--- config.mk ---
export PLATFORM = sky130hd
export DESIGN_NAME = seq_alu
export DESIGN_NICKNAME = d
export VERILOG_FILES = /design/src/rtl/seq_alu.sv
export SDC_FILE = /design/constraint.sdc
export NUM_CORES = 1
export LEC_CHECK = 0
export ABC_AREA = 0
export CORE_ASPECT_RATIO = 1.4
export CORE_MARGIN = 2
export CORE_UTILIZATION = 37
export CTS_CLUSTER_DIAMETER = 100
export DETAILED_ROUTE_END_ITERATION = 12
export GPL_TIMING_DRIVEN = 1
export PLACE_DENSITY_LB_ADDON = 0.08
export SKIP_CTS_REPAIR_TIMING = 1
export SYNTH_ARGS = -nofsm -noshare
export SYNTH_HDL_FRONTEND = slang
export SYNTH_SLANG_ARGS = --single-unit
export TNS_END_PERCENT = 100
--- constraint.sdc ---
create_clock -name clk_i -period 2.7 [get_ports clk_i]
set_clock_uncertainty 0.15 [all_clocks]
set_input_delay 0.54 -clock clk_i [delete_from_list [all_inputs] [get_ports clk_i]]
set_output_delay 0.54 -clock clk_i [all_outputs]
set_load 0.02 [all_outputs]
--- src/rtl/seq_alu.sv ---
// seq_alu: multi-cycle ALU with single-cycle add/sub/shift and bit-serial multiply/divide
module seq_alu #(
  parameter int WIDTH = 16
) (
  input  logic             clk_i,
  input  logic             reset_n_i,
  input  logic             start_i,
  input  logic [2:0]       op_i,
  input  logic [WIDTH-1:0] input_a_i,
  input  logic [WIDTH-1:0] input_b_i,
  output logic [WIDTH-1:0] out1_o,
  output logic [WIDTH-1:0] out2_o,
  output logic             zero_o,
  output logic             div_by_zero_o,
  output logic             busy_o,
  output logic             done_o
);
  localparam int CW = $clog2(WIDTH + 1);
  localparam logic [2:0] OP_ADD = 3'b010, OP_SUB = 3'b011, OP_MUL = 3'b100;
  localparam logic [2:0] OP_DIV = 3'b101, OP_SHL = 3'b110, OP_SHR = 3'b111;
  typedef enum logic [1:0] {IDLE, RUN, DONE} state_t;
  state_t state_q, state_d;
  logic [CW-1:0] cnt_q, cnt_d;
  logic [2*WIDTH-1:0] p_q, p_d;
  logic [WIDTH-1:0] b_q, b_d, out1_q, out1_d, out2_q, out2_d;
  logic is_div_q, is_div_d, zero_q, zero_d, dbz_q, dbz_d;
  logic [WIDTH:0] sum, mul_sum, shifted;
  logic [WIDTH-1:0] diff, shl, shr, r1, r2, rem_n;
  logic [2*WIDTH-1:0] mul_n, div_n, step;
  logic ge, iter;
  assign sum = {1'b0, input_a_i} + {1'b0, input_b_i};
  assign diff = input_a_i - input_b_i;
  assign shl = input_b_i >= WIDTH'(WIDTH) ? '0 : input_a_i << input_b_i;
  assign shr = input_b_i >= WIDTH'(WIDTH) ? '0 : input_a_i >> input_b_i;
  assign r1 = op_i == OP_ADD ? sum[WIDTH-1:0] : op_i == OP_SUB ? diff :
              op_i == OP_SHL ? shl : op_i == OP_SHR ? shr : op_i == OP_DIV ? '1 : '0;
  assign r2 = op_i == OP_ADD ? {{(WIDTH-1){1'b0}}, sum[WIDTH]} :
              op_i == OP_SUB ? {{(WIDTH-1){1'b0}}, input_a_i < input_b_i} :
              op_i == OP_DIV ? input_a_i : '0;
  assign iter = op_i == OP_MUL || (op_i == OP_DIV && input_b_i != '0);
  assign mul_sum = {1'b0, p_q[2*WIDTH-1:WIDTH]} + {1'b0, b_q};
  assign mul_n = p_q[0] ? {mul_sum, p_q[WIDTH-1:1]} : {1'b0, p_q[2*WIDTH-1:1]};
  assign shifted = {p_q[2*WIDTH-1:WIDTH], p_q[WIDTH-1]};
  assign ge = shifted >= {1'b0, b_q};
  assign rem_n = ge ? shifted[WIDTH-1:0] - b_q : shifted[WIDTH-1:0];
  assign div_n = {rem_n, p_q[WIDTH-2:0], ge};
  assign step = is_div_q ? div_n : mul_n;
  // next-state: iterate in RUN, accept new work in IDLE/DONE, drop back to IDLE after one DONE cycle
  always_comb begin
    state_d = state_q;
    cnt_d = cnt_q;
    p_d = p_q;
    b_d = b_q;
    is_div_d = is_div_q;
    out1_d = out1_q;
    out2_d = out2_q;
    zero_d = zero_q;
    dbz_d = dbz_q;
    if (state_q == RUN) begin
      p_d = step;
      cnt_d = cnt_q - 1'b1;
      if (cnt_q == CW'(1)) begin
        state_d = DONE;
        out1_d = step[WIDTH-1:0];
        out2_d = step[2*WIDTH-1:WIDTH];
        zero_d = step[WIDTH-1:0] == '0;
        dbz_d = 1'b0;
      end
    end else if (start_i) begin
      if (iter) begin
        state_d = RUN;
        cnt_d = CW'(WIDTH);
        p_d = {{WIDTH{1'b0}}, input_a_i};
        b_d = input_b_i;
        is_div_d = op_i == OP_DIV;
      end else begin
        state_d = DONE;
        out1_d = r1;
        out2_d = r2;
        zero_d = r1 == '0;
        dbz_d = op_i == OP_DIV;
      end
    end else if (state_q == DONE) begin
      state_d = IDLE;
    end
  end
  // state and result registers, cleared asynchronously
  always_ff @(posedge clk_i or negedge reset_n_i) begin
    if (!reset_n_i) begin
      state_q <= IDLE;
      cnt_q <= '0;
      p_q <= '0;
      b_q <= '0;
      is_div_q <= 1'b0;
      out1_q <= '0;
      out2_q <= '0;
      zero_q <= 1'b0;
      dbz_q <= 1'b0;
    end else begin
      state_q <= state_d;
      cnt_q <= cnt_d;
      p_q <= p_d;
      b_q <= b_d;
      is_div_q <= is_div_d;
      out1_q <= out1_d;
      out2_q <= out2_d;
      zero_q <= zero_d;
      dbz_q <= dbz_d;
    end
  end
  assign out1_o = out1_q;
  assign out2_o = out2_q;
  assign zero_o = zero_q;
  assign div_by_zero_o = dbz_q;
  assign busy_o = state_q == RUN;
  assign done_o = state_q == DONE;
endmodule

Yosys cells after proc, flatten, opt, wreduce, memory -nomap -nowiden
Index checks and enable logic that the tools add are counted.

Bits of input ports: 38. Register bits: 90.

Equality and inequality tests: 11. Shift-type cells: 2. Bitwise gates (word level): 1. $lt $le $gt $ge: 3. Reduce and logical (&&, ||, !) cells: 12. Multiplexer cells: 40. $add $sub $neg: 5.

Operator list (number): two-way mux 16 bit (19); two-way mux 32 bit (5); adder 16 x 16 -> 17 bit (2); logical NOT 16 bit (2); subtractor 16 bit (2); greater-or-equal comparator 17 x 16 -> 1 bit (1); greater-or-equal comparator 16 x 5 -> 1 bit (second input constant) (1); < comparator 16 bit (1); nonzero test 16 bit (1); left shift 16 x 16 -> 16 bit (1); >> shifter 16 x 16 -> 16 bit (1); two-way mux 5 bit (3); == test 3 bit (second input constant) (4); two-way mux 2 bit (5); two-way mux 1 bit (8); == test 3 x 2 -> 1 bit (second input constant) (2); AND reduction 3 bit (2); == test 5 x 1 -> 1 bit (second input constant) (1); subtractor 5 x 1 -> 5 bit (second input constant) (1); AND reduction 2 bit (2); nonzero test 2 bit (2); nonzero test 3 bit (1); == test 2 x 1 -> 1 bit (second input constant) (1); == test 2 bit (second input constant) (1); 5 further kinds (5).

Longest topological paths before layout
Word-level depth: 10. Gate-level depth with buffers: 15.

Worst setup path before layout
Ideal clock, no wire load.

Path type: input port to flip-flop. Start point: input port input_b_i[2]. End point: register zero_q, in the netlist zero_o. Slack: -1.027 ns. Required time: 2.424 ns. Cell stages on the path: 14. Arrival time: 3.451 ns. Buffers on the path: 2. Cells stage by stage: buf_2 > inv_2 > buf_1 > ha_1 > or2_1 > a221o_1 > and3_1 > nor3b_1 > o31ai_1 > a311o_1 > o221a_2 > nand4_1 > nor3_2 > a221o_1.

Longest elaborated chain between the ends: 10.

Ends and longest elaborated chain: start, declared (RTL line 10) `input logic [WIDTH-1:0] input_b_i,`; greater-or-equal comparator 16 x 5 -> 1 bit or >> shifter 16 x 16 -> 16 bit (tied branches) (RTL line 33, 34); two-way mux 16 bit (RTL line 34) `assign shr = input_b_i >= WIDTH'(WIDTH) ? '0 : input_a_i >> input_b_i;`; two-way mux 16 bit (2 in series) (RTL line 36) `op_i == OP_SHL ? shl : op_i == OP_SHR ? shr : op_i == OP_DIV ? '1 : '0;`; two-way mux 16 bit (2 in series) (RTL line 35) `assign r1 = op_i == OP_ADD ? sum[WIDTH-1:0] : op_i == OP_SUB ? diff :`; logical NOT 16 bit (RTL line 80) `zero_d = r1 == '0;`; two-way mux 1 bit (RTL line 70) `if (iter) begin`; two-way mux 1 bit (RTL line 69) `end else if (start_i) begin`; two-way mux 1 bit (RTL line 59) `if (state_q == RUN) begin`; end signal, assigned (RTL line 107) `zero_q <= zero_d;`; end, declared (RTL line 26) `logic is_div_q, is_div_d, zero_q, zero_d, dbz_q, dbz_d;`.

Several ways; a longest one is shown, not always the timed one. The select of a mux whose other input is x is not followed. A chain may end at the register's enable or synchronous reset.

Final worst setup path
Start point: register p_q[16]. End point: register out2_q[11], in the netlist out2_o[11].

Longest elaborated chain between the ends: 5.

Ends and longest elaborated chain: start, declared (RTL line 24) `logic [2*WIDTH-1:0] p_q, p_d;`; start signal, assigned (RTL line 102) `p_q <= p_d;`; adder 16 x 16 -> 17 bit, or another cell as far along (RTL line 41) `assign mul_sum = {1'b0, p_q[2*WIDTH-1:WIDTH]} + {1'b0, b_q};`; two-way mux 32 bit or two-way mux 16 bit (tied branches) (RTL line 42, 45); two-way mux 32 bit (*) (RTL line 47) `assign step = is_div_q ? div_n : mul_n;`; two-way mux 16 bit (*) (RTL line 62) `if (cnt_q == CW'(1)) begin`; two-way mux 16 bit (*) (RTL line 59); end signal, assigned (RTL line 106) `out2_q <= out2_d;`; end, declared (RTL line 25) `logic [WIDTH-1:0] b_q, b_d, out1_q, out1_d, out2_q, out2_d;`.

Every way passes the cells marked *; elsewhere a longest branch is shown, timed or not. The select of a mux whose other input is x is not followed.

==> reports/summary.json <==
{
  "hold_wc_path_type": {"value": "in2async"},
  "dieArea": {"value": 26200, "unit": "µm²"},
  "critical_path.max_fanout": {"value": 3},
  "crit_path_cell_trace": {"value": "buf_6, ha_4, nor2b_4, o211ai_1, a31o_2, buf_4, buf_6, a211oi_2, buf_4, nor2_1, xnor2_1, mux2i_1, o21ai_2, a221oi_2, buf_4, nor2_1"},
  "synth_warnings": {"value": 0},
  "failed_checks": {"value": "setup timing"},
  "cts_tree": {"value": "built"},
  "end_kind": {"value": "flop"},
  "post-route-cell-area": {"value": 14500, "unit": "µm²"},
  "globalRouteTotalUtil": {"value": 0.302},
  "synth_ff_type": {"value": "sky130_fd_sc_hd__dfrtp_1"},
  "floorplan.io_pins": {"value": 74},
  "cp_slowest_cell": {"value": "sky130_fd_sc_hd__dfrtp_1"},
  "global_route_wire_length_before_repair": {"value": 59300, "unit": "µm"},
  "detail_route.drc_violations": {"value": 0},
  "timing.reg2reg.setup_slack": {"value": -460, "unit": "ps"},
  "via_per_inst": {"value": 5.66},
  "post-synth-top-area-cell": {"value": "sky130_fd_sc_hd__dfrtp_1"},
  "max_slew_margin": {"value": 0.513},
  "p_per_cell_area": {"value": 957, "unit": "nW/µm²"},
  "muxShareOfSynthArea": {"value": 0.0978},
  "finalHoldViolations": {"value": 0},
  "antenna_found_initial": {"value": 0},
  "mappedNetlistArea": {"value": 9220, "unit": "µm²"},
  "synth_compound_area_frac": {"value": 0.272},
  "required_time_of_the_critical_path": {"value": 2800, "unit": "ps"},
  "netlist_top_cells_area": {"value": "sky130_fd_sc_hd__dfrtp_1, sky130_fd_sc_hd__ha_1, sky130_fd_sc_hd__mux2i_1"},
  "netSwitchingPower": {"value": 6.25, "unit": "mW"},
  "cts_num_sinks": {"value": 90},
  "synthXorXnorAreaFrac": {"value": 0.0294},
  "core_area": {"value": 24600, "unit": "µm²"},
  "synthToLayoutAreaGrowth": {"value": 57.1, "unit": "%"},
  "stdcell_count": {"value": 1868},
  "fp-row-count": {"value": 68},
  "routabilityCongestion": {"value": 0.949},
  "avgRoutedWirePerCell": {"value": 21.4, "unit": "µm"},
  "pin_count_of_the_biggest_net_entering_global_routing": {"value": 58},
  "port_buffers": {"value": 73},
  "critPathBufInv": {"value": 5},
  "first_global_vias": {"value": 10300},
  "yosysSeqAreaShare": {"value": 0.244},
  "finish.net_count": {"value": 1657},
  "combinational_family_with_the_most_area_after_synthesis": {"value": "compound AO/OA/AOI/OAI gates"},
  "place_ws": {"value": -1250, "unit": "ps"},
  "final.setup.worst_slack": {"value": -455, "unit": "ps"},
  "initial_utilization": {"value": 0.375},
  "setup_repair_after_global_routing_missed_its_margin": {"value": "true"},
  "synth-simple-area-share": {"value": 0.197},
  "worst_path_largest_cell_delay": {"value": 430, "unit": "ps"},
  "global_route.overflow_total": {"value": 0},
  "final_period_minus_worst_setup_slack": {"value": 3160, "unit": "ps"},
  "synth.cells.most_frequent": {"value": "sky130_fd_sc_hd__nand2_1, sky130_fd_sc_hd__dfrtp_1, sky130_fd_sc_hd__a21oi_1, sky130_fd_sc_hd__nor2_1, sky130_fd_sc_hd__o21ai_0"},
  "share_of_power_burned_in_the_clock_network": {"value": 0.094},
  "netlist-cell-type-count": {"value": 82},
  "fraction_of_layout_instances_using_a_drive_strength_above_1": {"value": 0.381},
  "cts.path.max_buffers": {"value": 2},
  "clock.fmax": {"value": 317, "unit": "MHz"},
  "synthMostInstantiatedCell": {"value": "sky130_fd_sc_hd__nand2_1"},
  "dp.cells": {"value": 1817},
  "fin_util": {"value": 0.589},
  "detail_route.wirelength": {"value": 40000, "unit": "µm"},
  "critical_path.most_common_cell": {"value": "sky130_fd_sc_hd__buf_4"},
  "worst_pin_slew": {"value": 730, "unit": "ps"},
  "internal-power": {"value": 7.61, "unit": "mW"},
  "timing.critical_path.from_type": {"value": "flop"},
  "synth_enable_flop_cells": {"value": 0},
  "comb_power_share": {"value": 0.723},
  "die-height": {"value": 191, "unit": "µm"},
  "total_leakage_power": {"value": 6.82, "unit": "nW"},
  "run_status": {"value": "finished, violations left"},
  "average_footprint_of_a_synthesized_cell": {"value": 7.98, "unit": "µm²"},
  "dpl-instance-area": {"value": 12800, "unit": "µm²"},
  "postSynth.asyncResetShare": {"value": 1.00},
  "post_synth_fa_ha_maj_area_fraction": {"value": 0.0982},
  "clock_insertion_delay_worst_skew": {"value": 360, "unit": "ps"},
  "drt_pass1_iterations": {"value": 5},
  "max_vdd_drop": {"value": 0.000801, "unit": "V"},
  "fp.dieW": {"value": 137, "unit": "µm"},
  "place_hpwl": {"value": 31700, "unit": "µm"},
  "setup.worst_path.class": {"value": "reg2reg"},
  "finalCritPeriodShare": {"value": 1.17},
  "postSynthNetCount": {"value": 1264},
  "antenna_diode_count": {"value": 0},
  "number_of_fillers_in_the_final_layout": {"value": 2260},
  "route.antenna.remaining_nets": {"value": 0},
  "yosysTopAreaCellShare": {"value": 0.244},
  "share_seq_of_total_power": {"value": 0.183},
  "htreeDepth": {"value": 3},
  "timing.max_cap.violations": {"value": 0},
  "final-setup-viol-count": {"value": 43},
  "root_buffer": {"value": "sky130_fd_sc_hd__clkbuf_16"},
  "dr_total_vias": {"value": 10600},
  "cts_made_buffers": {"value": 9},
  "drt-initial-drc-count": {"value": 629},
  "sw_frac_of_total": {"value": 0.451},
  "critical_path.top_delay_family": {"value": "compound AO/OA/AOI/OAI gates"},
  "ys_ff_latch": {"value": 90},
  "final-max-slew-violation-count": {"value": 0},
  "worstPathArrival": {"value": 3250, "unit": "ps"},
  "post_synth_inst_count": {"value": 1156},
  "report.power.total": {"value": 13.9, "unit": "mW"},
  "clkSlewWorstSetupHoldPaths": {"value": 80, "unit": "ps"}
}
==> worst reg2reg max path: stages (launching register included) <==
cell and delay, ps:
sky130_fd_sc_hd__dfrtp_1 430, sky130_fd_sc_hd__buf_6 150, sky130_fd_sc_hd__ha_4 260, sky130_fd_sc_hd__nor2b_4 130
sky130_fd_sc_hd__o211ai_1 130, sky130_fd_sc_hd__a31o_2 300, sky130_fd_sc_hd__buf_4 140, sky130_fd_sc_hd__buf_6 100
sky130_fd_sc_hd__a211oi_2 190, sky130_fd_sc_hd__buf_4 170, sky130_fd_sc_hd__nor2_1 50, sky130_fd_sc_hd__xnor2_1 140
sky130_fd_sc_hd__mux2i_1 170, sky130_fd_sc_hd__o21ai_2 90, sky130_fd_sc_hd__a221oi_2 240, sky130_fd_sc_hd__buf_4 160
sky130_fd_sc_hd__nor2_1 40
==> power by group through the flow <==
stage | sequential, mW | combinational, mW | clock (mW)
floorplan | 2.64 | 4.81 | 0
global placement | 2.52 | 8.61 | 0
detailed placement | 2.53 | 8.67 | 0
CTS | 2.52 | 8.73 | 1.31
global route | 2.61 | 10.9 | 1.37
finish | 2.54 | 10.0 | 1.30
==> final cells by class <==
cell class | count | area (µm²) | area share
multi-input cells | 936 | 7370 | 0.509
repair buffers | 447 | 3910 | 0.270
flip-flops and latches | 90 | 2260 | 0.156
well taps | 315 | 394 | 0.0272
inverters | 65 | 260 | 0.0180
clock buffers | 9 | 225 | 0.0155
clock inverters | 6 | 65.1 | 0.00449
==> cell usage in the layout, fill, tap and decap left out, drive strengths merged, types with 11 or more instances in the layout <==
| cell | netlist | routed |
|---|---|---|
| o31ai | 13 | 13 |
| a31oi | 27 | 27 |
| dlymetal6s2s | 0 | 29 |
| dfrtp | 90 | 90 |
| nor2 | 80 | 80 |
| buf | 22 | 380 |
| inv | 63 | 65 |
| xnor2 | 22 | 22 |
| clkdlybuf4s50 | 0 | 36 |
| nand2 | 135 | 135 |
| nand3 | 16 | 16 |
| mux2i | 62 | 62 |
| a211oi | 35 | 35 |
| nor3 | 28 | 28 |
| clkbuf | 43 | 11 |
| nor2b | 29 | 29 |
| ha | 66 | 66 |
| a21oi | 89 | 89 |
| a21o | 25 | 25 |
| o21ai | 88 | 88 |
| o211ai | 16 | 16 |
| mux2 | 15 | 15 |
| nand2b | 15 | 15 |
==> worst paths after layout <==
| path | cells after the start | from | end |
|---|---|---|---|
| max | 16 | p_q[16] | out2_o[11] |
| min | 1 | reset_n_i | out1_o[3] |
| max reg2reg | 16 | p_q[16] | out2_o[11] |
| min reg2reg | 2 | out2_o[9] | out2_o[9] |
| max in group asynchronous | 2 | reset_n_i | p_q[29] |
| min in group clk_i | 2 | out2_o[9] | out2_o[9] |
==> cells by family (layout without fill, tap and decap cells) <==
group | count (synthesis) | count (layout)
AND/OR/NAND/NOR | 369 | 369
buffers and inverters | 130 | 527
XOR/XNOR | 31 | 31
flip-flops | 90 | 90
multiplexers | 82 | 82
AO/OA/AOI/OAI | 384 | 384
adder cells (fa/ha/maj) | 70 | 70
==> registers in the layout, indices dropped and copies added, names as in the netlist, 2 cells and up <==
signal,cells
b_q,16
out1_o,16
state_q,2
cnt_q,5
p_q,32
out2_o,16
==> per-stage QoR <==
step	TNS [ps]	hold slack, ps
4_1_cts	-30940	11.5
6_report	-11800	4.16
5_1_grt	-17210	32.1
2_1_floorplan	-4270	94.4
3_5_place_dp	-61720	319
3_3_place_gp	-59470	313
==> metal layers <==
layer	up-vias	GRT usage	wire length [µm]
li1	5066	-	-
met1	5146	0.347	15400
met2	269	0.550	20900
met3	85	0.0242	1390
met5	-	0	0
met4	0	0.151	2320
(Power assumes the default switching activity.)
==> RTL change 1 (same settings) <==
Make the reset (`reset_n_i`) synchronous in one clocked block. Comments in the files are not updated.
--- a/src/rtl/seq_alu.sv
+++ b/src/rtl/seq_alu.sv
@@ -87,3 +87,3 @@
   // state and result registers, cleared asynchronously
-  always_ff @(posedge clk_i or negedge reset_n_i) begin
+  always_ff @(posedge clk_i) begin
     if (!reset_n_i) begin
Check against the original RTL: differs if reset_n_i is asserted again (counterexample within 4 cycles, from zero or initial values and one cycle with reset_n_i low); with reset_n_i held inactive, the same outputs for 10 cycles.
==> RTL change 1 against the original RTL <==
The flow still finishes with violations (negative setup slack); sequential cell count did not move; sequential share of layout area fell by 4.1 points; worst setup slack got worse by 53 ps; cell area rose by 11%; global-route usage rose by 2.0 points; routed wire length rose by 17%; critical path depth fell by 3; non-clock buffer count rose by 66; synthesized area rose by 4.6%.
Power is not compared: it rests on default switching activity, and its combinational part moved more than twofold at a synthesized area within 25%.
==> RTL change 1: results (changes against the original RTL) <==
- The run finished, with violations left.
- Failing checks: negative setup slack
* Count of yosys warnings during synthesis: 0 (unchanged)
* Worst Hold Class: flip-flop to flip-flop
* Post-Synthesis Cells: 1269 (+9.8%)
* Via count of the first global-routing pass: 11400 (+9.8%)
- Drt first pass iters: 5 (unchanged)
- Final HPWL DP: 36.2 mm (+14%)
- Max stage delay cell, worst path: sky130_fd_sc_hd__a221o_1
* Detailed router's first-iteration violation count: 742 (+18%)
- Top cell types by occurrence after synthesis: sky130_fd_sc_hd__nand2_1 (139), sky130_fd_sc_hd__a21oi_1 (93), sky130_fd_sc_hd__dfxtp_1 (90)
- Net switching is between 30% and 40% of the power.
- Sorting the synthesized cells by area gives the leading types as sky130_fd_sc_hd__dfxtp_1 (19%), sky130_fd_sc_hd__ha_1 (8.6%), sky130_fd_sc_hd__mux2i_1 (5.9%).
* Global-route wire length before repair: 67.4 mm (+14%)
* Worst IR Drop VDD: roughly 370 uV
* Slew HR: 41.7% (-9.6 points)
- The pin count of the biggest net entering global routing came to 93 (+60%).
* Initial antenna violation count: 0 (unchanged)
* Share of the yosys chip area belonging to registers: 18.7% (-5.7 points)
- The CTS H-tree depth is 3 (unchanged).
- The routability congestion estimate was 1.02 (+7.2%).
- Root Buffer: sky130_fd_sc_hd__clkbuf_16
- The total via count in the routed design came to 11800 (+12%).
- Fraction of layout instances using a drive strength above 1: 45.7% (+7.5 points)
* Number of buffers added on ports: 73 (unchanged)
- Cell Count Post-Placement: 1934 (+6.4%)
- The register-to-register setup slack came to -390 ps (+70 ps).
- LEAKAGE: about 6.8 nW
* Flip-flop count of the largest register, all copies and words added: 32 (unchanged)
* Hold_ws: 319 ps (+315 ps)
* Count of unique library cells instantiated by Yosys: 81 (-1.2%)
- The post-synthesis net count was 1377 (+8.9%).
* Longest individual stage delay on the worst path: 400 ps (-30 ps)
- FILL cells: 2282 (+0.97%)
- The post-layout net count came to 1800 (+8.6%).
* Routed WL per cell: 23.3 um (+8.8%)
- The clock-pin slew reported for the worst setup and hold paths after clock tree synthesis is 80 ps (about the same).
* Number of buffers between clock root and the deepest sink: 2 (unchanged)
- The fraction of registers with async set or reset after synthesis was 0% (-100 points).
* Largest register by flop count: p_q
* Biggest fanout along the worst timing path: 2 (-1)
* Worst slack at placement: -1460 ps (-215 ps)
- The number of antenna cells inserted was 0 (unchanged).
- Clk_lat worst skew: between 300 and 400 ps
- Final worst slack: -509 ps (-53.4 ps)
* Global Route Usage Sum: 32.1% (+2.0 points)
* Number of vias per cell: 5.87 (+3.7%)
* Worst endpoint data arrival time: 3330 ps (+80 ps)
* Number of buffers added by the clock tree synthesis step: 9 (unchanged)
- The setup violation total in the final timing report was 37 (-14%).
==> RTL change 1: cell types whose count changed after synthesis, moves of 13 or more <==
cell	unedited run	this run
sky130_fd_sc_hd__a21boi_0	4	34
sky130_fd_sc_hd__clkbuf_1	43	73
sky130_fd_sc_hd__dfrtp_1	90	0
sky130_fd_sc_hd__o21ai_1	14	1
sky130_fd_sc_hd__o21ai_0	74	88
sky130_fd_sc_hd__mux4_2	5	22
sky130_fd_sc_hd__nand3_1	16	31
sky130_fd_sc_hd__a211oi_1	34	17
sky130_fd_sc_hd__o21a_1	6	21
sky130_fd_sc_hd__dfxtp_1	0	90
==> RTL change 1: final timing paths <==
| check | startpoint | endpoint | cells past startpoint |
|---|---|---|---|
| worst max-delay path | input_b_i[0] | zero_o | 13 |
| worst min-delay path | out1_o[15] | out1_o[15] | 2 |
| worst max register to register | b_q[0] | out2_o[14] | 12 |
| worst min register to register | out1_o[15] | out1_o[15] | 2 |
==> RTL change 1: kinds of logic after synthesis <==
family                   Yosys count  share of synthesized area (%)
AO/OA/AOI/OAI                    414                           29.1
flip-flops                        90                           18.7
multiplexers                      93                           12.7
buffers and inverters            161                           6.89
XOR/XNOR                          25                           2.27
AND/OR/NAND/NOR                  416                           21.0
adder cells (fa/ha/maj)           70                           9.39
==> RTL change 1: final cells by class <==
| type | count | area (um^2) | area share, % |
|---|---|---|---|
| Timing Repair Buffer | 513 | 4480 | 28.0 |
| Multi-Input combinational cell | 1018 | 8740 | 54.6 |
| Inverter | 60 | 265 | 1.66 |
| Clock inverter | 7 | 76.3 | 0.477 |
| Clock buffer | 9 | 225 | 1.41 |
| Tap cell | 319 | 399 | 2.49 |
| Sequential cell | 90 | 1830 | 11.4 |
==> RTL change 1: critical path: cells and delay by family <==
kind / cells / cell delay, ps
AOI/OAI and AO/OA: 5 / 1440
adders and majority gates: 2 / 480
buffers and inverters: 3 / 300
and+or+nand+nor: 3 / 560
==> RTL change 1: power by group through the flow <==
| stage | combinational, W | sequential, W | clock (W) |
|---|---|---|---|
| 2_1_floorplan | 0.00111 | 0.00152 | 0 |
| 3_3_place_gp | 0.00217 | 0.00149 | 0 |
| 3_5_place_dp | 0.00217 | 0.00149 | 0 |
| 4_1_cts | 0.00218 | 0.00146 | 0.00137 |
| 5_1_grt | 0.00294 | 0.00147 | 0.00141 |
| 6_report | 0.00278 | 0.00146 | 0.00136 |
==> RTL change 1: routing by layer <==
metal  GRT usage [%]  share of wire [%]
met5               0                  0
met4            19.3                7.2
met3            2.53                3.9
met2            59.3                 52
met1            35.7                 37
==> RTL change 1: stage by stage <==
stage	setup TNS [ps]	util [%]	cell area, um^2
global placement	-67540	52.4	13400
detailed placement	-69800	52.4	13400
finish	-7310	62.9	16000
floorplan	-3180	-	9940
CTS	-41470	53.6	13700
global route	-11740	62.9	16000
==> RTL change 2 (config.mk and constraints unchanged) <==
Made on the original files. Set the parameter `WIDTH` to 32 (it was 16).
--- a/src/rtl/seq_alu.sv
+++ b/src/rtl/seq_alu.sv
@@ -2,3 +2,3 @@
 module seq_alu #(
-  parameter int WIDTH = 16
+  parameter int WIDTH = 32
 ) (
Interface: changed (resized input_a_i, input_b_i, out1_o and out2_o); port bits go from 74 to 138. No check against the original RTL was run, so the function may have changed too.
==> RTL change 2 against the original RTL <==
The flow still finishes with violations (negative setup slack); highest routed layer is now met5; cell area up 130%; synthesized area increased by 110%; routed wire length grew to 2.7 times the old value; critical path type is now primary input to flip-flop; worst setup slack worse by 690 ps; sequential cell count rose by 81; power is 110% higher; clock power grew 95%.
==> RTL change 2: results (changes against the original RTL) <==
- Global Route Usage Sum: 36.9% (+6.7 points)
- Count of unique library cells instantiated by Yosys: 91 (+11%)
- Worst slack at placement: -2230 ps (-980 ps)
* Final estimated routing congestion in global placement: 1.14 (+20%)
- The number of port buffers is 137 (+88%).
- Cell Count Post-Placement: 3956 (+120%)
* Mean instance size in the synthesized netlist: 7.83 um^2 (-1.8%)
- The standby leakage power came to 15.3 nW (+120%).
- Number of vias per cell: 5.98 (+5.6%)
- Share of the yosys chip area belonging to registers: 22.1% (-2.4 points)
- Post-route fraction of the period consumed by the critical path: 142% (+26 points)
* Top cell types by occurrence after synthesis: sky130_fd_sc_hd__nand2_1 (278), sky130_fd_sc_hd__o21ai_0 (195), sky130_fd_sc_hd__nor2_1 (189)
* Clk_lat worst skew: 460 ps (+100 ps)
- The setup violation total in the final timing report is 172 (+300%).
- The final-layout worst hold slack was 331 ps (+327 ps).
* Result of the run: finished, violations left
* Worst IR Drop VDD: 532 uV (-34%)
- The final reports fail on negative setup slack.
- The number of global-route vias before repair was 23900 (+130%).
- Worst Hold Class: flip-flop to flip-flop
* Drt first pass iters: 7 (+2)
- Final worst slack: -1150 ps (-691 ps)
- Max stage delay cell, worst path: sky130_fd_sc_hd__or4b_4
* Final HPWL DP: 84.4 mm (+170%)
- The headroom to the max-slew limit is 35.9% (-15 points).
- Synth top area cells: sky130_fd_sc_hd__dfrtp_1 (22%), sky130_fd_sc_hd__ha_1 (8.4%), sky130_fd_sc_hd__mux2i_1 (5.9%)
- Vias post-DR: 24600 (+130%)
- Syn_nets: 2681 (+110%)
-- RTL change 2: per-stage QoR --
step           setup TNS (ps)  power (W)
2_1_floorplan          -41860     0.0141
3_3_place_gp          -228790     0.0218
3_5_place_dp          -235330     0.0221
4_1_cts               -173190     0.0247
5_1_grt               -126880     0.0305
6_report              -111480     0.0290
-- RTL change 2: path summary, 6_finish.rpt --
| path | startpoint | endpoint |
|---|---|---|
| max in group asynchronous | reset_n_i | b_q[0] |
| min in group asynchronous | reset_n_i | b_q[26] |
| max reg2reg | p_q[32] | out2_o[31] |
| max | input_a_i[2] | zero_o |
| min reg2reg | out1_o[30] | out1_o[30] |
| min | out1_o[30] | out1_o[30] |
-- RTL change 2: layer usage --
metal	vias up	part of all wire (%)	track usage, %
met5	-	0.021	0
li1	11100	-	-
met4	4	9.5	26.7
met3	385	5.4	3.75
met2	1034	49	65.1
met1	12000	36	41.4
-- RTL change 2: cells by family after synthesis --
logic type | share of synthesized area [%]
simple gates | 18.5
flops | 22.1
fa+ha+maj | 8.80
compound gates | 29.0
xor+xnor | 2.93
buf+inv | 6.20
mux | 12.4
-- RTL change 2: where the power goes --
group	internal (W)	total, W	switching [W]
Sequential	0.00357	0.00459	0.00102
Combinational	0.0105	0.0218	0.0113
Clock	0.00131	0.00254	0.00123
Total	0.0154	0.0290	0.0136
-- RTL change 2: layout make-up --
class,instances,area share [%]
timing repair buffer,1117,30.0
sequential,171,13.0
clock buffer,17,1.29
inverter,130,1.56
multi-input combinational,2008,51.2
tap,656,2.48
clock inverter,14,0.473
antenna,2,0.0151
